==> src/rtl/bus_tx_pkg.sv <==
// Shared definitions for the round-robin serial bus transmitter:
// FSM state type, default CRC polynomial and frame geometry helpers.
package bus_tx_pkg;

    typedef enum logic [2:0] {
        ST_IDLE,
        ST_START,
        ST_ADDR,
        ST_DATA,
        ST_CRC,
        ST_GAP
    } tx_state_t;

    // x^4 + x + 1 with the x^4 term implicit
    localparam int unsigned DEFAULT_POLY = 32'h3;

    function automatic int unsigned frame_len(input int unsigned addr_w,
                                              input int unsigned data_w,
                                              input int unsigned crc_w);
        return 1 + addr_w + data_w + crc_w;
    endfunction

    function automatic int unsigned max3(input int unsigned a,
                                         input int unsigned b,
                                         input int unsigned c);
        int unsigned m;
        m = (a > b) ? a : b;
        return (m > c) ? m : c;
    endfunction

    function automatic int unsigned cnt_width(input int unsigned max_bits);
        return (max_bits <= 1) ? 1 : $clog2(max_bits);
    endfunction

endpackage

==> src/rtl/rr_arbiter.sv <==
// Combinational round-robin picker: first set pending bit strictly after ptr,
// wrapping modulo N_CH, returned both one-hot and as a binary index.
module rr_arbiter
    import bus_tx_pkg::*;
#(
    parameter int unsigned N_CH = 16
) (
    input  logic [N_CH-1:0]         pending,
    input  logic [$clog2(N_CH)-1:0] ptr,
    output logic [N_CH-1:0]         onehot,
    output logic [$clog2(N_CH)-1:0] idx,
    output logic                    any
);

    localparam int unsigned IDX_W = $clog2(N_CH);

    always_comb begin
        int unsigned cand;
        cand   = 0;
        onehot = '0;
        idx    = '0;
        any    = 1'b0;
        // Offset N_CH lands back on ptr itself, so the last owner is considered last.
        for (int unsigned off = 1; off <= N_CH; off++) begin
            cand = (32'(ptr) + off) % N_CH;
            if (!any && pending[IDX_W'(cand)]) begin
                any                  = 1'b1;
                onehot[IDX_W'(cand)] = 1'b1;
                idx                  = IDX_W'(cand);
            end
        end
    end

endmodule

==> src/rtl/rr_serial_bus_tx.sv <==
// Shared serial bus transmitter: N_CH channels post frames that are serialised
// as start bit, address, payload and a CRC computed on the fly.
module rr_serial_bus_tx
    import bus_tx_pkg::*;
#(
    parameter int unsigned      N_CH   = 16,
    parameter int unsigned      DATA_W = 64,
    parameter int unsigned      ADDR_W = 4,
    parameter int unsigned      CRC_W  = 4,
    parameter logic [CRC_W-1:0] POLY   = CRC_W'(DEFAULT_POLY)
) (
    input  logic                     clock,
    input  logic                     reset,
    input  logic [N_CH-1:0]          req,
    input  logic [N_CH*DATA_W-1:0]   data_in,
    input  logic [N_CH*ADDR_W-1:0]   addr_in,
    input  logic [N_CH*CRC_W-1:0]    crc_in,
    output logic                     bus_show,
    output logic                     bus_valid,
    output logic                     busy,
    output logic [N_CH-1:0]          grant,
    output logic [$clog2(N_CH)-1:0]  grant_id,
    output logic                     done,
    output logic                     crc_err
);

    localparam int unsigned IDX_W = $clog2(N_CH);
    localparam int unsigned CNT_W = cnt_width(max3(ADDR_W, DATA_W, CRC_W));

    tx_state_t          state;
    tx_state_t          state_nx;
    logic [N_CH-1:0]    pending;
    logic [N_CH-1:0]    clr;
    logic [IDX_W-1:0]   rr_ptr;
    logic [ADDR_W-1:0]  addr_sh;
    logic [DATA_W-1:0]  data_sh;
    logic [CRC_W-1:0]   crc_exp;
    logic [CRC_W-1:0]   crc_q;
    logic [CRC_W-1:0]   crc_nx;
    logic [CRC_W-1:0]   crc_sh;
    logic [CNT_W-1:0]   cnt;
    logic               cnt_zero;
    logic               cur_bit;
    logic [N_CH-1:0]    arb_onehot;
    logic [IDX_W-1:0]   arb_idx;
    logic               arb_any;

    rr_arbiter #(
        .N_CH (N_CH)
    ) u_arb (
        .pending (pending),
        .ptr     (rr_ptr),
        .onehot  (arb_onehot),
        .idx     (arb_idx),
        .any     (arb_any)
    );

    always_ff @(posedge clock or posedge reset) begin
        if (reset) begin
            state <= ST_IDLE;
        end else begin
            state <= state_nx;
        end
    end

    always_comb begin
        state_nx  = state;
        bus_show  = 1'b0;
        bus_valid = 1'b0;
        busy      = 1'b0;
        done      = 1'b0;
        crc_err   = 1'b0;
        cur_bit   = 1'b0;
        clr       = '0;
        cnt_zero  = (cnt == '0);
        case (state)
            ST_IDLE: begin
                if (arb_any) begin
                    state_nx = ST_START;
                    clr      = arb_onehot;
                end
            end
            ST_START: begin
                bus_show  = 1'b1;
                bus_valid = 1'b1;
                busy      = 1'b1;
                state_nx  = ST_ADDR;
            end
            ST_ADDR: begin
                cur_bit   = addr_sh[ADDR_W-1];
                bus_show  = cur_bit;
                bus_valid = 1'b1;
                busy      = 1'b1;
                if (cnt_zero) begin
                    state_nx = ST_DATA;
                end
            end
            ST_DATA: begin
                cur_bit   = data_sh[DATA_W-1];
                bus_show  = cur_bit;
                bus_valid = 1'b1;
                busy      = 1'b1;
                if (cnt_zero) begin
                    state_nx = ST_CRC;
                end
            end
            ST_CRC: begin
                bus_show  = crc_sh[CRC_W-1];
                bus_valid = 1'b1;
                busy      = 1'b1;
                if (cnt_zero) begin
                    state_nx = ST_GAP;
                end
            end
            ST_GAP: begin
                done     = 1'b1;
                crc_err  = (crc_q != crc_exp);
                state_nx = ST_IDLE;
            end
            default: state_nx = ST_IDLE;
        endcase
        // MSB-first serial CRC, init 0, fed only by address and payload bits
        crc_nx = (crc_q << 1) ^ ((crc_q[CRC_W-1] ^ cur_bit) ? POLY : '0);
    end

    always_ff @(posedge clock or posedge reset) begin
        if (reset) begin
            pending  <= '0;
            rr_ptr   <= IDX_W'(N_CH - 1);
            grant    <= '0;
            grant_id <= '0;
            addr_sh  <= '0;
            data_sh  <= '0;
            crc_exp  <= '0;
            crc_q    <= '0;
            crc_sh   <= '0;
            cnt      <= '0;
        end else begin
            pending <= (pending | req) & ~clr;
            case (state)
                ST_IDLE: begin
                    if (arb_any) begin
                        addr_sh  <= addr_in[ADDR_W * 32'(arb_idx) +: ADDR_W];
                        data_sh  <= data_in[DATA_W * 32'(arb_idx) +: DATA_W];
                        crc_exp  <= crc_in[CRC_W * 32'(arb_idx) +: CRC_W];
                        crc_q    <= '0;
                        rr_ptr   <= arb_idx;
                        grant    <= arb_onehot;
                        grant_id <= arb_idx;
                    end
                end
                ST_START: begin
                    cnt <= CNT_W'(ADDR_W - 1);
                end
                ST_ADDR: begin
                    crc_q   <= crc_nx;
                    addr_sh <= addr_sh << 1;
                    cnt     <= cnt_zero ? CNT_W'(DATA_W - 1) : cnt - CNT_W'(1);
                end
                ST_DATA: begin
                    crc_q   <= crc_nx;
                    data_sh <= data_sh << 1;
                    if (cnt_zero) begin
                        cnt    <= CNT_W'(CRC_W - 1);
                        crc_sh <= crc_nx;
                    end else begin
                        cnt <= cnt - CNT_W'(1);
                    end
                end
                ST_CRC: begin
                    crc_sh <= crc_sh << 1;
                    if (cnt_zero) begin
                        grant    <= '0;
                        grant_id <= '0;
                    end else begin
                        cnt <= cnt - CNT_W'(1);
                    end
                end
                default: ;
            endcase
        end
    end

endmodule

==> config.mk <==
export PLATFORM = sky130hd
export DESIGN_NAME = rr_serial_bus_tx
export DESIGN_NICKNAME = d
export VERILOG_FILES = /design/src/rtl/bus_tx_pkg.sv /design/src/rtl/rr_arbiter.sv /design/src/rtl/rr_serial_bus_tx.sv
export SDC_FILE = /design/constraint.sdc
export NUM_CORES = 1
export LEC_CHECK = 0
export ABC_AREA = 1
export CAP_MARGIN = 20
export CORE_AREA = 2 2 466 468
export CTS_CLUSTER_SIZE = 30
export DETAILED_ROUTE_END_ITERATION = 12
export DIE_AREA = 0 0 468 470
export DONT_BUFFER_PORTS = 1
export GPL_TIMING_DRIVEN = 0
export PLACE_DENSITY_LB_ADDON = 0.12
export SYNTH_ARGS = -nofsm -noshare
export SYNTH_HDL_FRONTEND = slang
export SYNTH_HIERARCHICAL = 1
export SYNTH_SLANG_ARGS = --single-unit
==> constraint.sdc <==
create_clock -name clock -period 6.6 [get_ports clock]
set_input_delay 0 -clock clock [delete_from_list [all_inputs] [get_ports clock]]
set_output_delay 0 -clock clock [all_outputs]
set_load 0.01 [all_outputs]
=== Word-level counts from Yosys, hierarchy flattened ===
Index checks and enable logic that the tools add are counted.

* Register bits after elaboration: 129
* Input port bits: 1170
* Output and inout port bits: 25
* Logic and storage cells: 301

* Add/sub/neg operators: 17
* Order comparisons: 32
* Equal/unequal tests: 11
* Shifts and indexed selects: 3
* Multiplexer cells: 143
* Bitwise operators: 20
* Reductions and logical operators: 64

{| class="wikitable"
|+ Operators by type and width
! kind !! count
|-
| $shiftx 1024x11->64 || 1
|-
| $mux 16 || 20
|-
| $or 16x16->16 || 16
|-
| $pmux 64 s2 || 1
|-
| $shiftx 64x7->4 || 2
|-
| $mux 4 || 21
|-
| $lt 4x5->1 const B || 16
|-
| $bmux 1 s4 || 16
|-
| $demux 1 s4 || 16
|-
| $ge 4x1->1 const B || 16
|-
| $mux 64 || 1
|-
| $mux 1 || 51
|-
| $add 4x4->4 const B || 8
|-
| $pmux 16 s2 || 1
|-
| $pmux 4 s2 || 4
|-
| $logic_and 1x1->1 || 31
|-
| $pmux 6 s4 || 1
|-
| $mux 6 || 3
|-
| $add 4x3->4 const B || 4
|-
| $and 16x16->16 || 1
|-
| $not 16->16 || 1
|-
| $logic_not 1->1 || 15
|-
| $pmux 3 s5 || 1
|-
| $mux 3 || 4
|-
| 22 further kinds || 39
|}

=== Logic depth before layout (Yosys ltp) ===
* Word-level depth: 53
* Depth in mapped cells: 36
* Gate-level depth less buffers: 29

=== Hierarchy ===
The synthesis kept the hierarchy.

{| class="wikitable"
|+ By module, submodules not included
! module !! times used !! cells each !! area each (um^2) !! sequential area each (um^2)
|-
| rr_serial_bus_tx || 1 || 4172 || 20144.3 || 3233.1
|-
| rr_arbiter || 1 || 1043 || 4885.9 || 0.0
|}

=== Worst setup path before layout ===
No wires, ideal clock.

* Kind: reg-to-reg
* Start point: register rr_ptr[1]
* End point: register addr_sh[0]
* Setup time: 0.117 ns
* Data arrival time: 4.319 ns
* Data required time: 6.483 ns
* Slack: 2.165 ns
* Cell stages (with the launch flop): 33
* Buffers on the path: 6
* Period minus slack after synthesis: 4.435 ns
* Cells stage by stage: dfstp_2 inv_1 buf_2 ha_1 inv_1 clkbuf_1 nand3_1 nand3_1 nand2_1 nand2_2 nand2_4 nor2_4 nand4_4 nor2_4 nand4_4 nor2_2 nand2_1 buf_2 o211ai_1 nor2_1 nand2_1 nand2_1 nand2_1 buf_4 buf_2 clkbuf_1 nand2_1 nand3_1 nand3_1 nand3_1 nand2_1 nand2_1 nand2_1

* Word-level cells in the longest chain between the ends: 52
* Elaborated cells between the ends (all ways): 115
* Classes of those cells: add/sub: 16; eq/ne: 1; shift: 1; mux: 66; reduce/logical: 31

{| class="wikitable"
|+ RTL lines
! what !! RTL line !! RTL
|-
| start, declared || rr_serial_bus_tx.sv:34 || <nowiki>logic [IDX_W-1:0] rr_ptr;</nowiki>
|-
| start signal, assigned || rr_serial_bus_tx.sv:129 || <nowiki>rr_ptr <= IDX_W'(N_CH - 1);</nowiki>
|-
| start signal, assigned || rr_serial_bus_tx.sv:147 || <nowiki>rr_ptr <= arb_idx;</nowiki>
|-
| $add 4x1->4 || rr_arbiter.sv:25 || <nowiki>cand = (32'(ptr) + off) % N_CH;</nowiki>
|-
| $bmux 1 s4 || rr_arbiter.sv:26 || <nowiki>if (!any && pending[IDX_W'(cand)]) begin</nowiki>
|-
| $mux 1 (implied by the code) || rr_arbiter.sv:26 ||
|-
| $mux 1 || rr_arbiter.sv:26 ||
|-
| $logic_not 1->1 || rr_arbiter.sv:26 ||
|-
| $logic_and 1x1->1 || rr_arbiter.sv:26 ||
|-
| $mux 1 || rr_arbiter.sv:26 ||
|-
| $logic_not 1->1 || rr_arbiter.sv:26 ||
|-
| [... 37 more ...] || n/a ||
|-
| $mux 1 || rr_arbiter.sv:26 ||
|-
| $logic_not 1->1 || rr_arbiter.sv:26 ||
|-
| $logic_and 1x1->1 || rr_arbiter.sv:26 ||
|-
| $mux 4 (*) || rr_arbiter.sv:26 ||
|-
| via arb_idx[0] || rr_serial_bus_tx.sv:45 || <nowiki>logic [IDX_W-1:0] arb_idx;</nowiki>
|-
| $shiftx 64x7->4 (*) || rr_serial_bus_tx.sv:143 || <nowiki>addr_sh <= addr_in[ADDR_W * 32'(arb_idx) +: ADDR_W];</nowiki>
|-
| $mux 4 (*) || rr_serial_bus_tx.sv:142 || <nowiki>if (arb_any) begin</nowiki>
|-
| $pmux 4 s2 (*) || rr_serial_bus_tx.sv:140 || <nowiki>case (state)</nowiki>
|-
| end signal, assigned || rr_serial_bus_tx.sv:143 ||
|-
| end signal, assigned || rr_serial_bus_tx.sv:157 || <nowiki>addr_sh <= addr_sh << 1;</nowiki>
|-
| end, declared || rr_serial_bus_tx.sv:35 || <nowiki>logic [ADDR_W-1:0] addr_sh;</nowiki>
|}

The timed path passes the listed nets; every way through them passes the cells marked *. The select of a mux whose other input is x is not followed.
A chain may end at the register's enable or synchronous reset.

=== Final worst setup path ===
* Start point: register rr_ptr[0]
* End point: register data_sh[15]

* Word-level cells in the longest chain between the ends: 52
* Elaborated cells between the ends (all ways): 115
* Classes of those cells: add/sub: 16; eq/ne: 1; shift: 1; mux: 66; reduce/logical: 31

{| class="wikitable"
|+ RTL lines
! what !! RTL line !! RTL
|-
| $add 4x1->4 || rr_arbiter.sv:25 ||
|-
| $bmux 1 s4 || rr_arbiter.sv:26 ||
|-
| $mux 1 (implied by the code) || rr_arbiter.sv:26 ||
|-
| $mux 1 || rr_arbiter.sv:26 ||
|-
| $logic_not 1->1 || rr_arbiter.sv:26 ||
|-
| $logic_and 1x1->1 || rr_arbiter.sv:26 ||
|-
| $mux 1 || rr_arbiter.sv:26 ||
|-
| $logic_not 1->1 || rr_arbiter.sv:26 ||
|-
| [... 37 more ...] || n/a ||
|-
| $mux 1 || rr_arbiter.sv:26 ||
|-
| $logic_not 1->1 || rr_arbiter.sv:26 ||
|-
| $logic_and 1x1->1 || rr_arbiter.sv:26 ||
|-
| $mux 4 (*) || rr_arbiter.sv:26 ||
|-
| via arb_idx[1] || rr_serial_bus_tx.sv:45 ||
|-
| $shiftx 1024x11->64 (*) || rr_serial_bus_tx.sv:144 || <nowiki>data_sh <= data_in[DATA_W * 32'(arb_idx) +: DATA_W];</nowiki>
|-
| $mux 64 (*) || rr_serial_bus_tx.sv:142 ||
|-
| $pmux 64 s2 (*) || rr_serial_bus_tx.sv:140 ||
|-
| end signal, assigned || rr_serial_bus_tx.sv:144 ||
|-
| end signal, assigned || rr_serial_bus_tx.sv:162 || <nowiki>data_sh <= data_sh << 1;</nowiki>
|-
| end, declared || rr_serial_bus_tx.sv:36 || <nowiki>logic [DATA_W-1:0] data_sh;</nowiki>
|}

Marks and branches as above.

==> flow_summary.yaml <==
run_status:
  status: "finished clean"
global_route:
  gr-usage-all-layers_pct: 24.61
  grt_antenna_before_repair: 161
  grt_max_degree: 69
  grt_pass1_wl_mm: 354.2
  overflow: 0
  grt_pass1_vias: 35420
timing:
  hold_violations: 0
  layout_min_cycle_time_ps: 6518
  slew_headroom_pct: 36.23
  setup_viol: 0
  post-route-period-util_pct: 98.76
  skew_ps: 32.43
  worstMarginPinSlew_ps: 951.4
  slew_viol_final: 0
  max_freq_mhz: 153.4
synth:
  ys.flop_type: "dfrtp_1"
  postSynthCellCount: 5215
  yosysMostFrequentCell: "nand2_1"
  synth_top_area_share_pct: 28.19
  synth_area_leader_cell: "nand2_1"
  seq_area_frac_synth_pct: 12.92
  synthTopCellsByArea: "nand2_1, nand3_1, inv_1, dfrtp_1, nor2_1"
  synthTopCellsByCount: "nand2_1, nand3_1, inv_1"
  synth.distinct_cells: 40
  async_reset_ff_share_pct: 100.0
  synth_edf_count: 0
  synth-seq-cells: 129
  synth_area_per_cell_um2: 4.800
  syn-num-nets: 6402
  ys_warn_count: 6
  syn_area_um2: 25030
worst_setup_path:
  critPathKind: "flip-flop to flip-flop"
  critPathArrivalTime_ps: 6970
  cpMostUsedCell: "nand3_1"
  cpPeakStageDelay_ps: 710
  worst-endpoint-required_ps: 7050
  crit_fanout: 13
  cp-end-kind: "flip-flop"
  cpMaxStageDelayCell: "dfstp_4"
  cp-start-kind: "flip-flop"
hold_path:
  hold_class: "input port to flip-flop"
clocking:
  cts_buffers: 17
  clockRootBuffer: "clkbuf_16"
  path_clk_slew_ps: 70
  cts_max_path_buffers: 2
  cts_tree: "done"
  h-tree-depth: 4
  clock_sinks: 129
  worstSkewPairLatency_ps: 530
detailed_routing:
  first_pass_iters: 5
  drc: 0
  routed_wl_mm: 280.3
  wl_per_cell_um: 33.64
  avgViaCountPerCell: 4.295
  ant_nets: 0
  drt_iter0_drc: 3032
  num_vias: 35790
floorplanning:
  fp.coreArea_um2: 215700
  die_w_um: 468
  start_util_pct: 11.61
  pin_count: 1195
  num_rows: 171
  fp.dieH_um: 470
  die_area_um2: 220000
job:
  cap_violations: 0
placement:
  io_buffers: 0
  placed_area_um2: 28750
  globalplace.congestion: 0.9406
  dpl.hpwl_mm: 246.4
finish:
  nNetsFinal: 6564
  area_growth_pct: 26.37
  drive_above_1_share_pct: 7.699
  fillCellCount: 26240
  multiInputGateArea_um2: 16260
  post-route-cell-area_um2: 31630
  area.sequential_um2: 3237
per-layer routing:
layer  track usage, %  vias up  part of all wire [%]
li1                 -    16290                     -
met1            28.96    17350                    40
met2            42.07     1716                    48
met3            4.920      374                   6.4
met4            12.43       56                   5.6
met5                0        -                  0.13
registers in the layout (all words and copies together), names as in the netlist, 6 cells and up:
| signal | flops |
|---|---|
| cnt | 6 |
| data_sh | 64 |
| grant | 16 |
| pending | 16 |
kinds of logic after synthesis:
| group | after synthesis | synth area share [%] |
|---|---|---|
| AO/OA/AOI/OAI | 158 | 3.684 |
| XOR/XNOR | 10 | 0.4399 |
| adder cells (fa/ha/maj) | 17 | 0.8498 |
| buffers and inverters | 1475 | 23.42 |
| flip-flops | 129 | 12.92 |
| AND/OR/NAND/NOR | 3426 | 58.69 |
timing repair:
item	in CTS	in global routing
hold buffers	134	0
pin swaps	0	0
gates resized for setup	181	62
hold endpoints to repair	189	0
setup buffers	2	0
endpoints found under the setup margin	78	72
path summary, 6_finish.rpt:
kind,to,cells past startpoint,startpoint,slack [ps]
min reg2reg,rr_ptr[3],2,rr_ptr[3],510
max reg2reg,data_sh[15],28,rr_ptr[0],80
min in group asynchronous,cnt[5],2,reset,60
min,data_sh[3],8,data_in[515],10
max,data_sh[15],28,rr_ptr[0],80
max in group asynchronous,data_sh[61],3,reset,5650
critical path, delay by kind of cell, from the launching register on:
family,cells,cell delay (ps)
buf+inv,7,1770
simple gates,20,3540
flops,1,710
fa+ha+maj,1,330
final cells by class:
type                            count  area share [%]
Timing Repair Buffer              143           4.699
Inverter                         1139           13.56
Sequential cell                   129           10.23
Antenna cell                       88          0.6962
Multi-Input combinational cell   3611           51.40
Tap cell                         2854           11.29
Buffer                            336           6.151
Clock inverter                     15          0.6171
Clock buffer                       17           1.345
stage by stage:
stage	setup TNS, ps	util (%)	hold slack (ps)	cells	setup slack, ps
floorplan	0	-	137.2	5215	2165
global placement	-132540	13.26	145.8	8069	-2643
detailed placement	-100390	13.33	-37.44	8076	-1756
CTS	0	14.50	0.09015	8244	32.68
global route	-38.58	14.62	51.67	8292	-15.71
finish	0	14.67	13.06	8332	81.52
placed cells by master, fill, tap and decap left out, drive strengths merged:
cell	instances
nand2	1890
inv	1144
nand3	1130
nor2	288
buf	210
clkbuf	150
dlygate4sd3	134
dfrtp	125
nand4	101
diode	88
o22ai	82
o21ai	41
a21oi	25
ha	17
and2	8
xor2	8
nor3	6
clkinv	6
o211ai	4
dfstp	4
bufinv	3
a22oi	2
xnor2	2
o21a	2
nand3b	2
clkdlybuf4s15	2
a31oi	1
clkinvlp	1
nor4	1
o2111ai	1
Power is not shown: default switching activity piles up to over one toggle a cycle in this logic, so the estimate is an artifact.
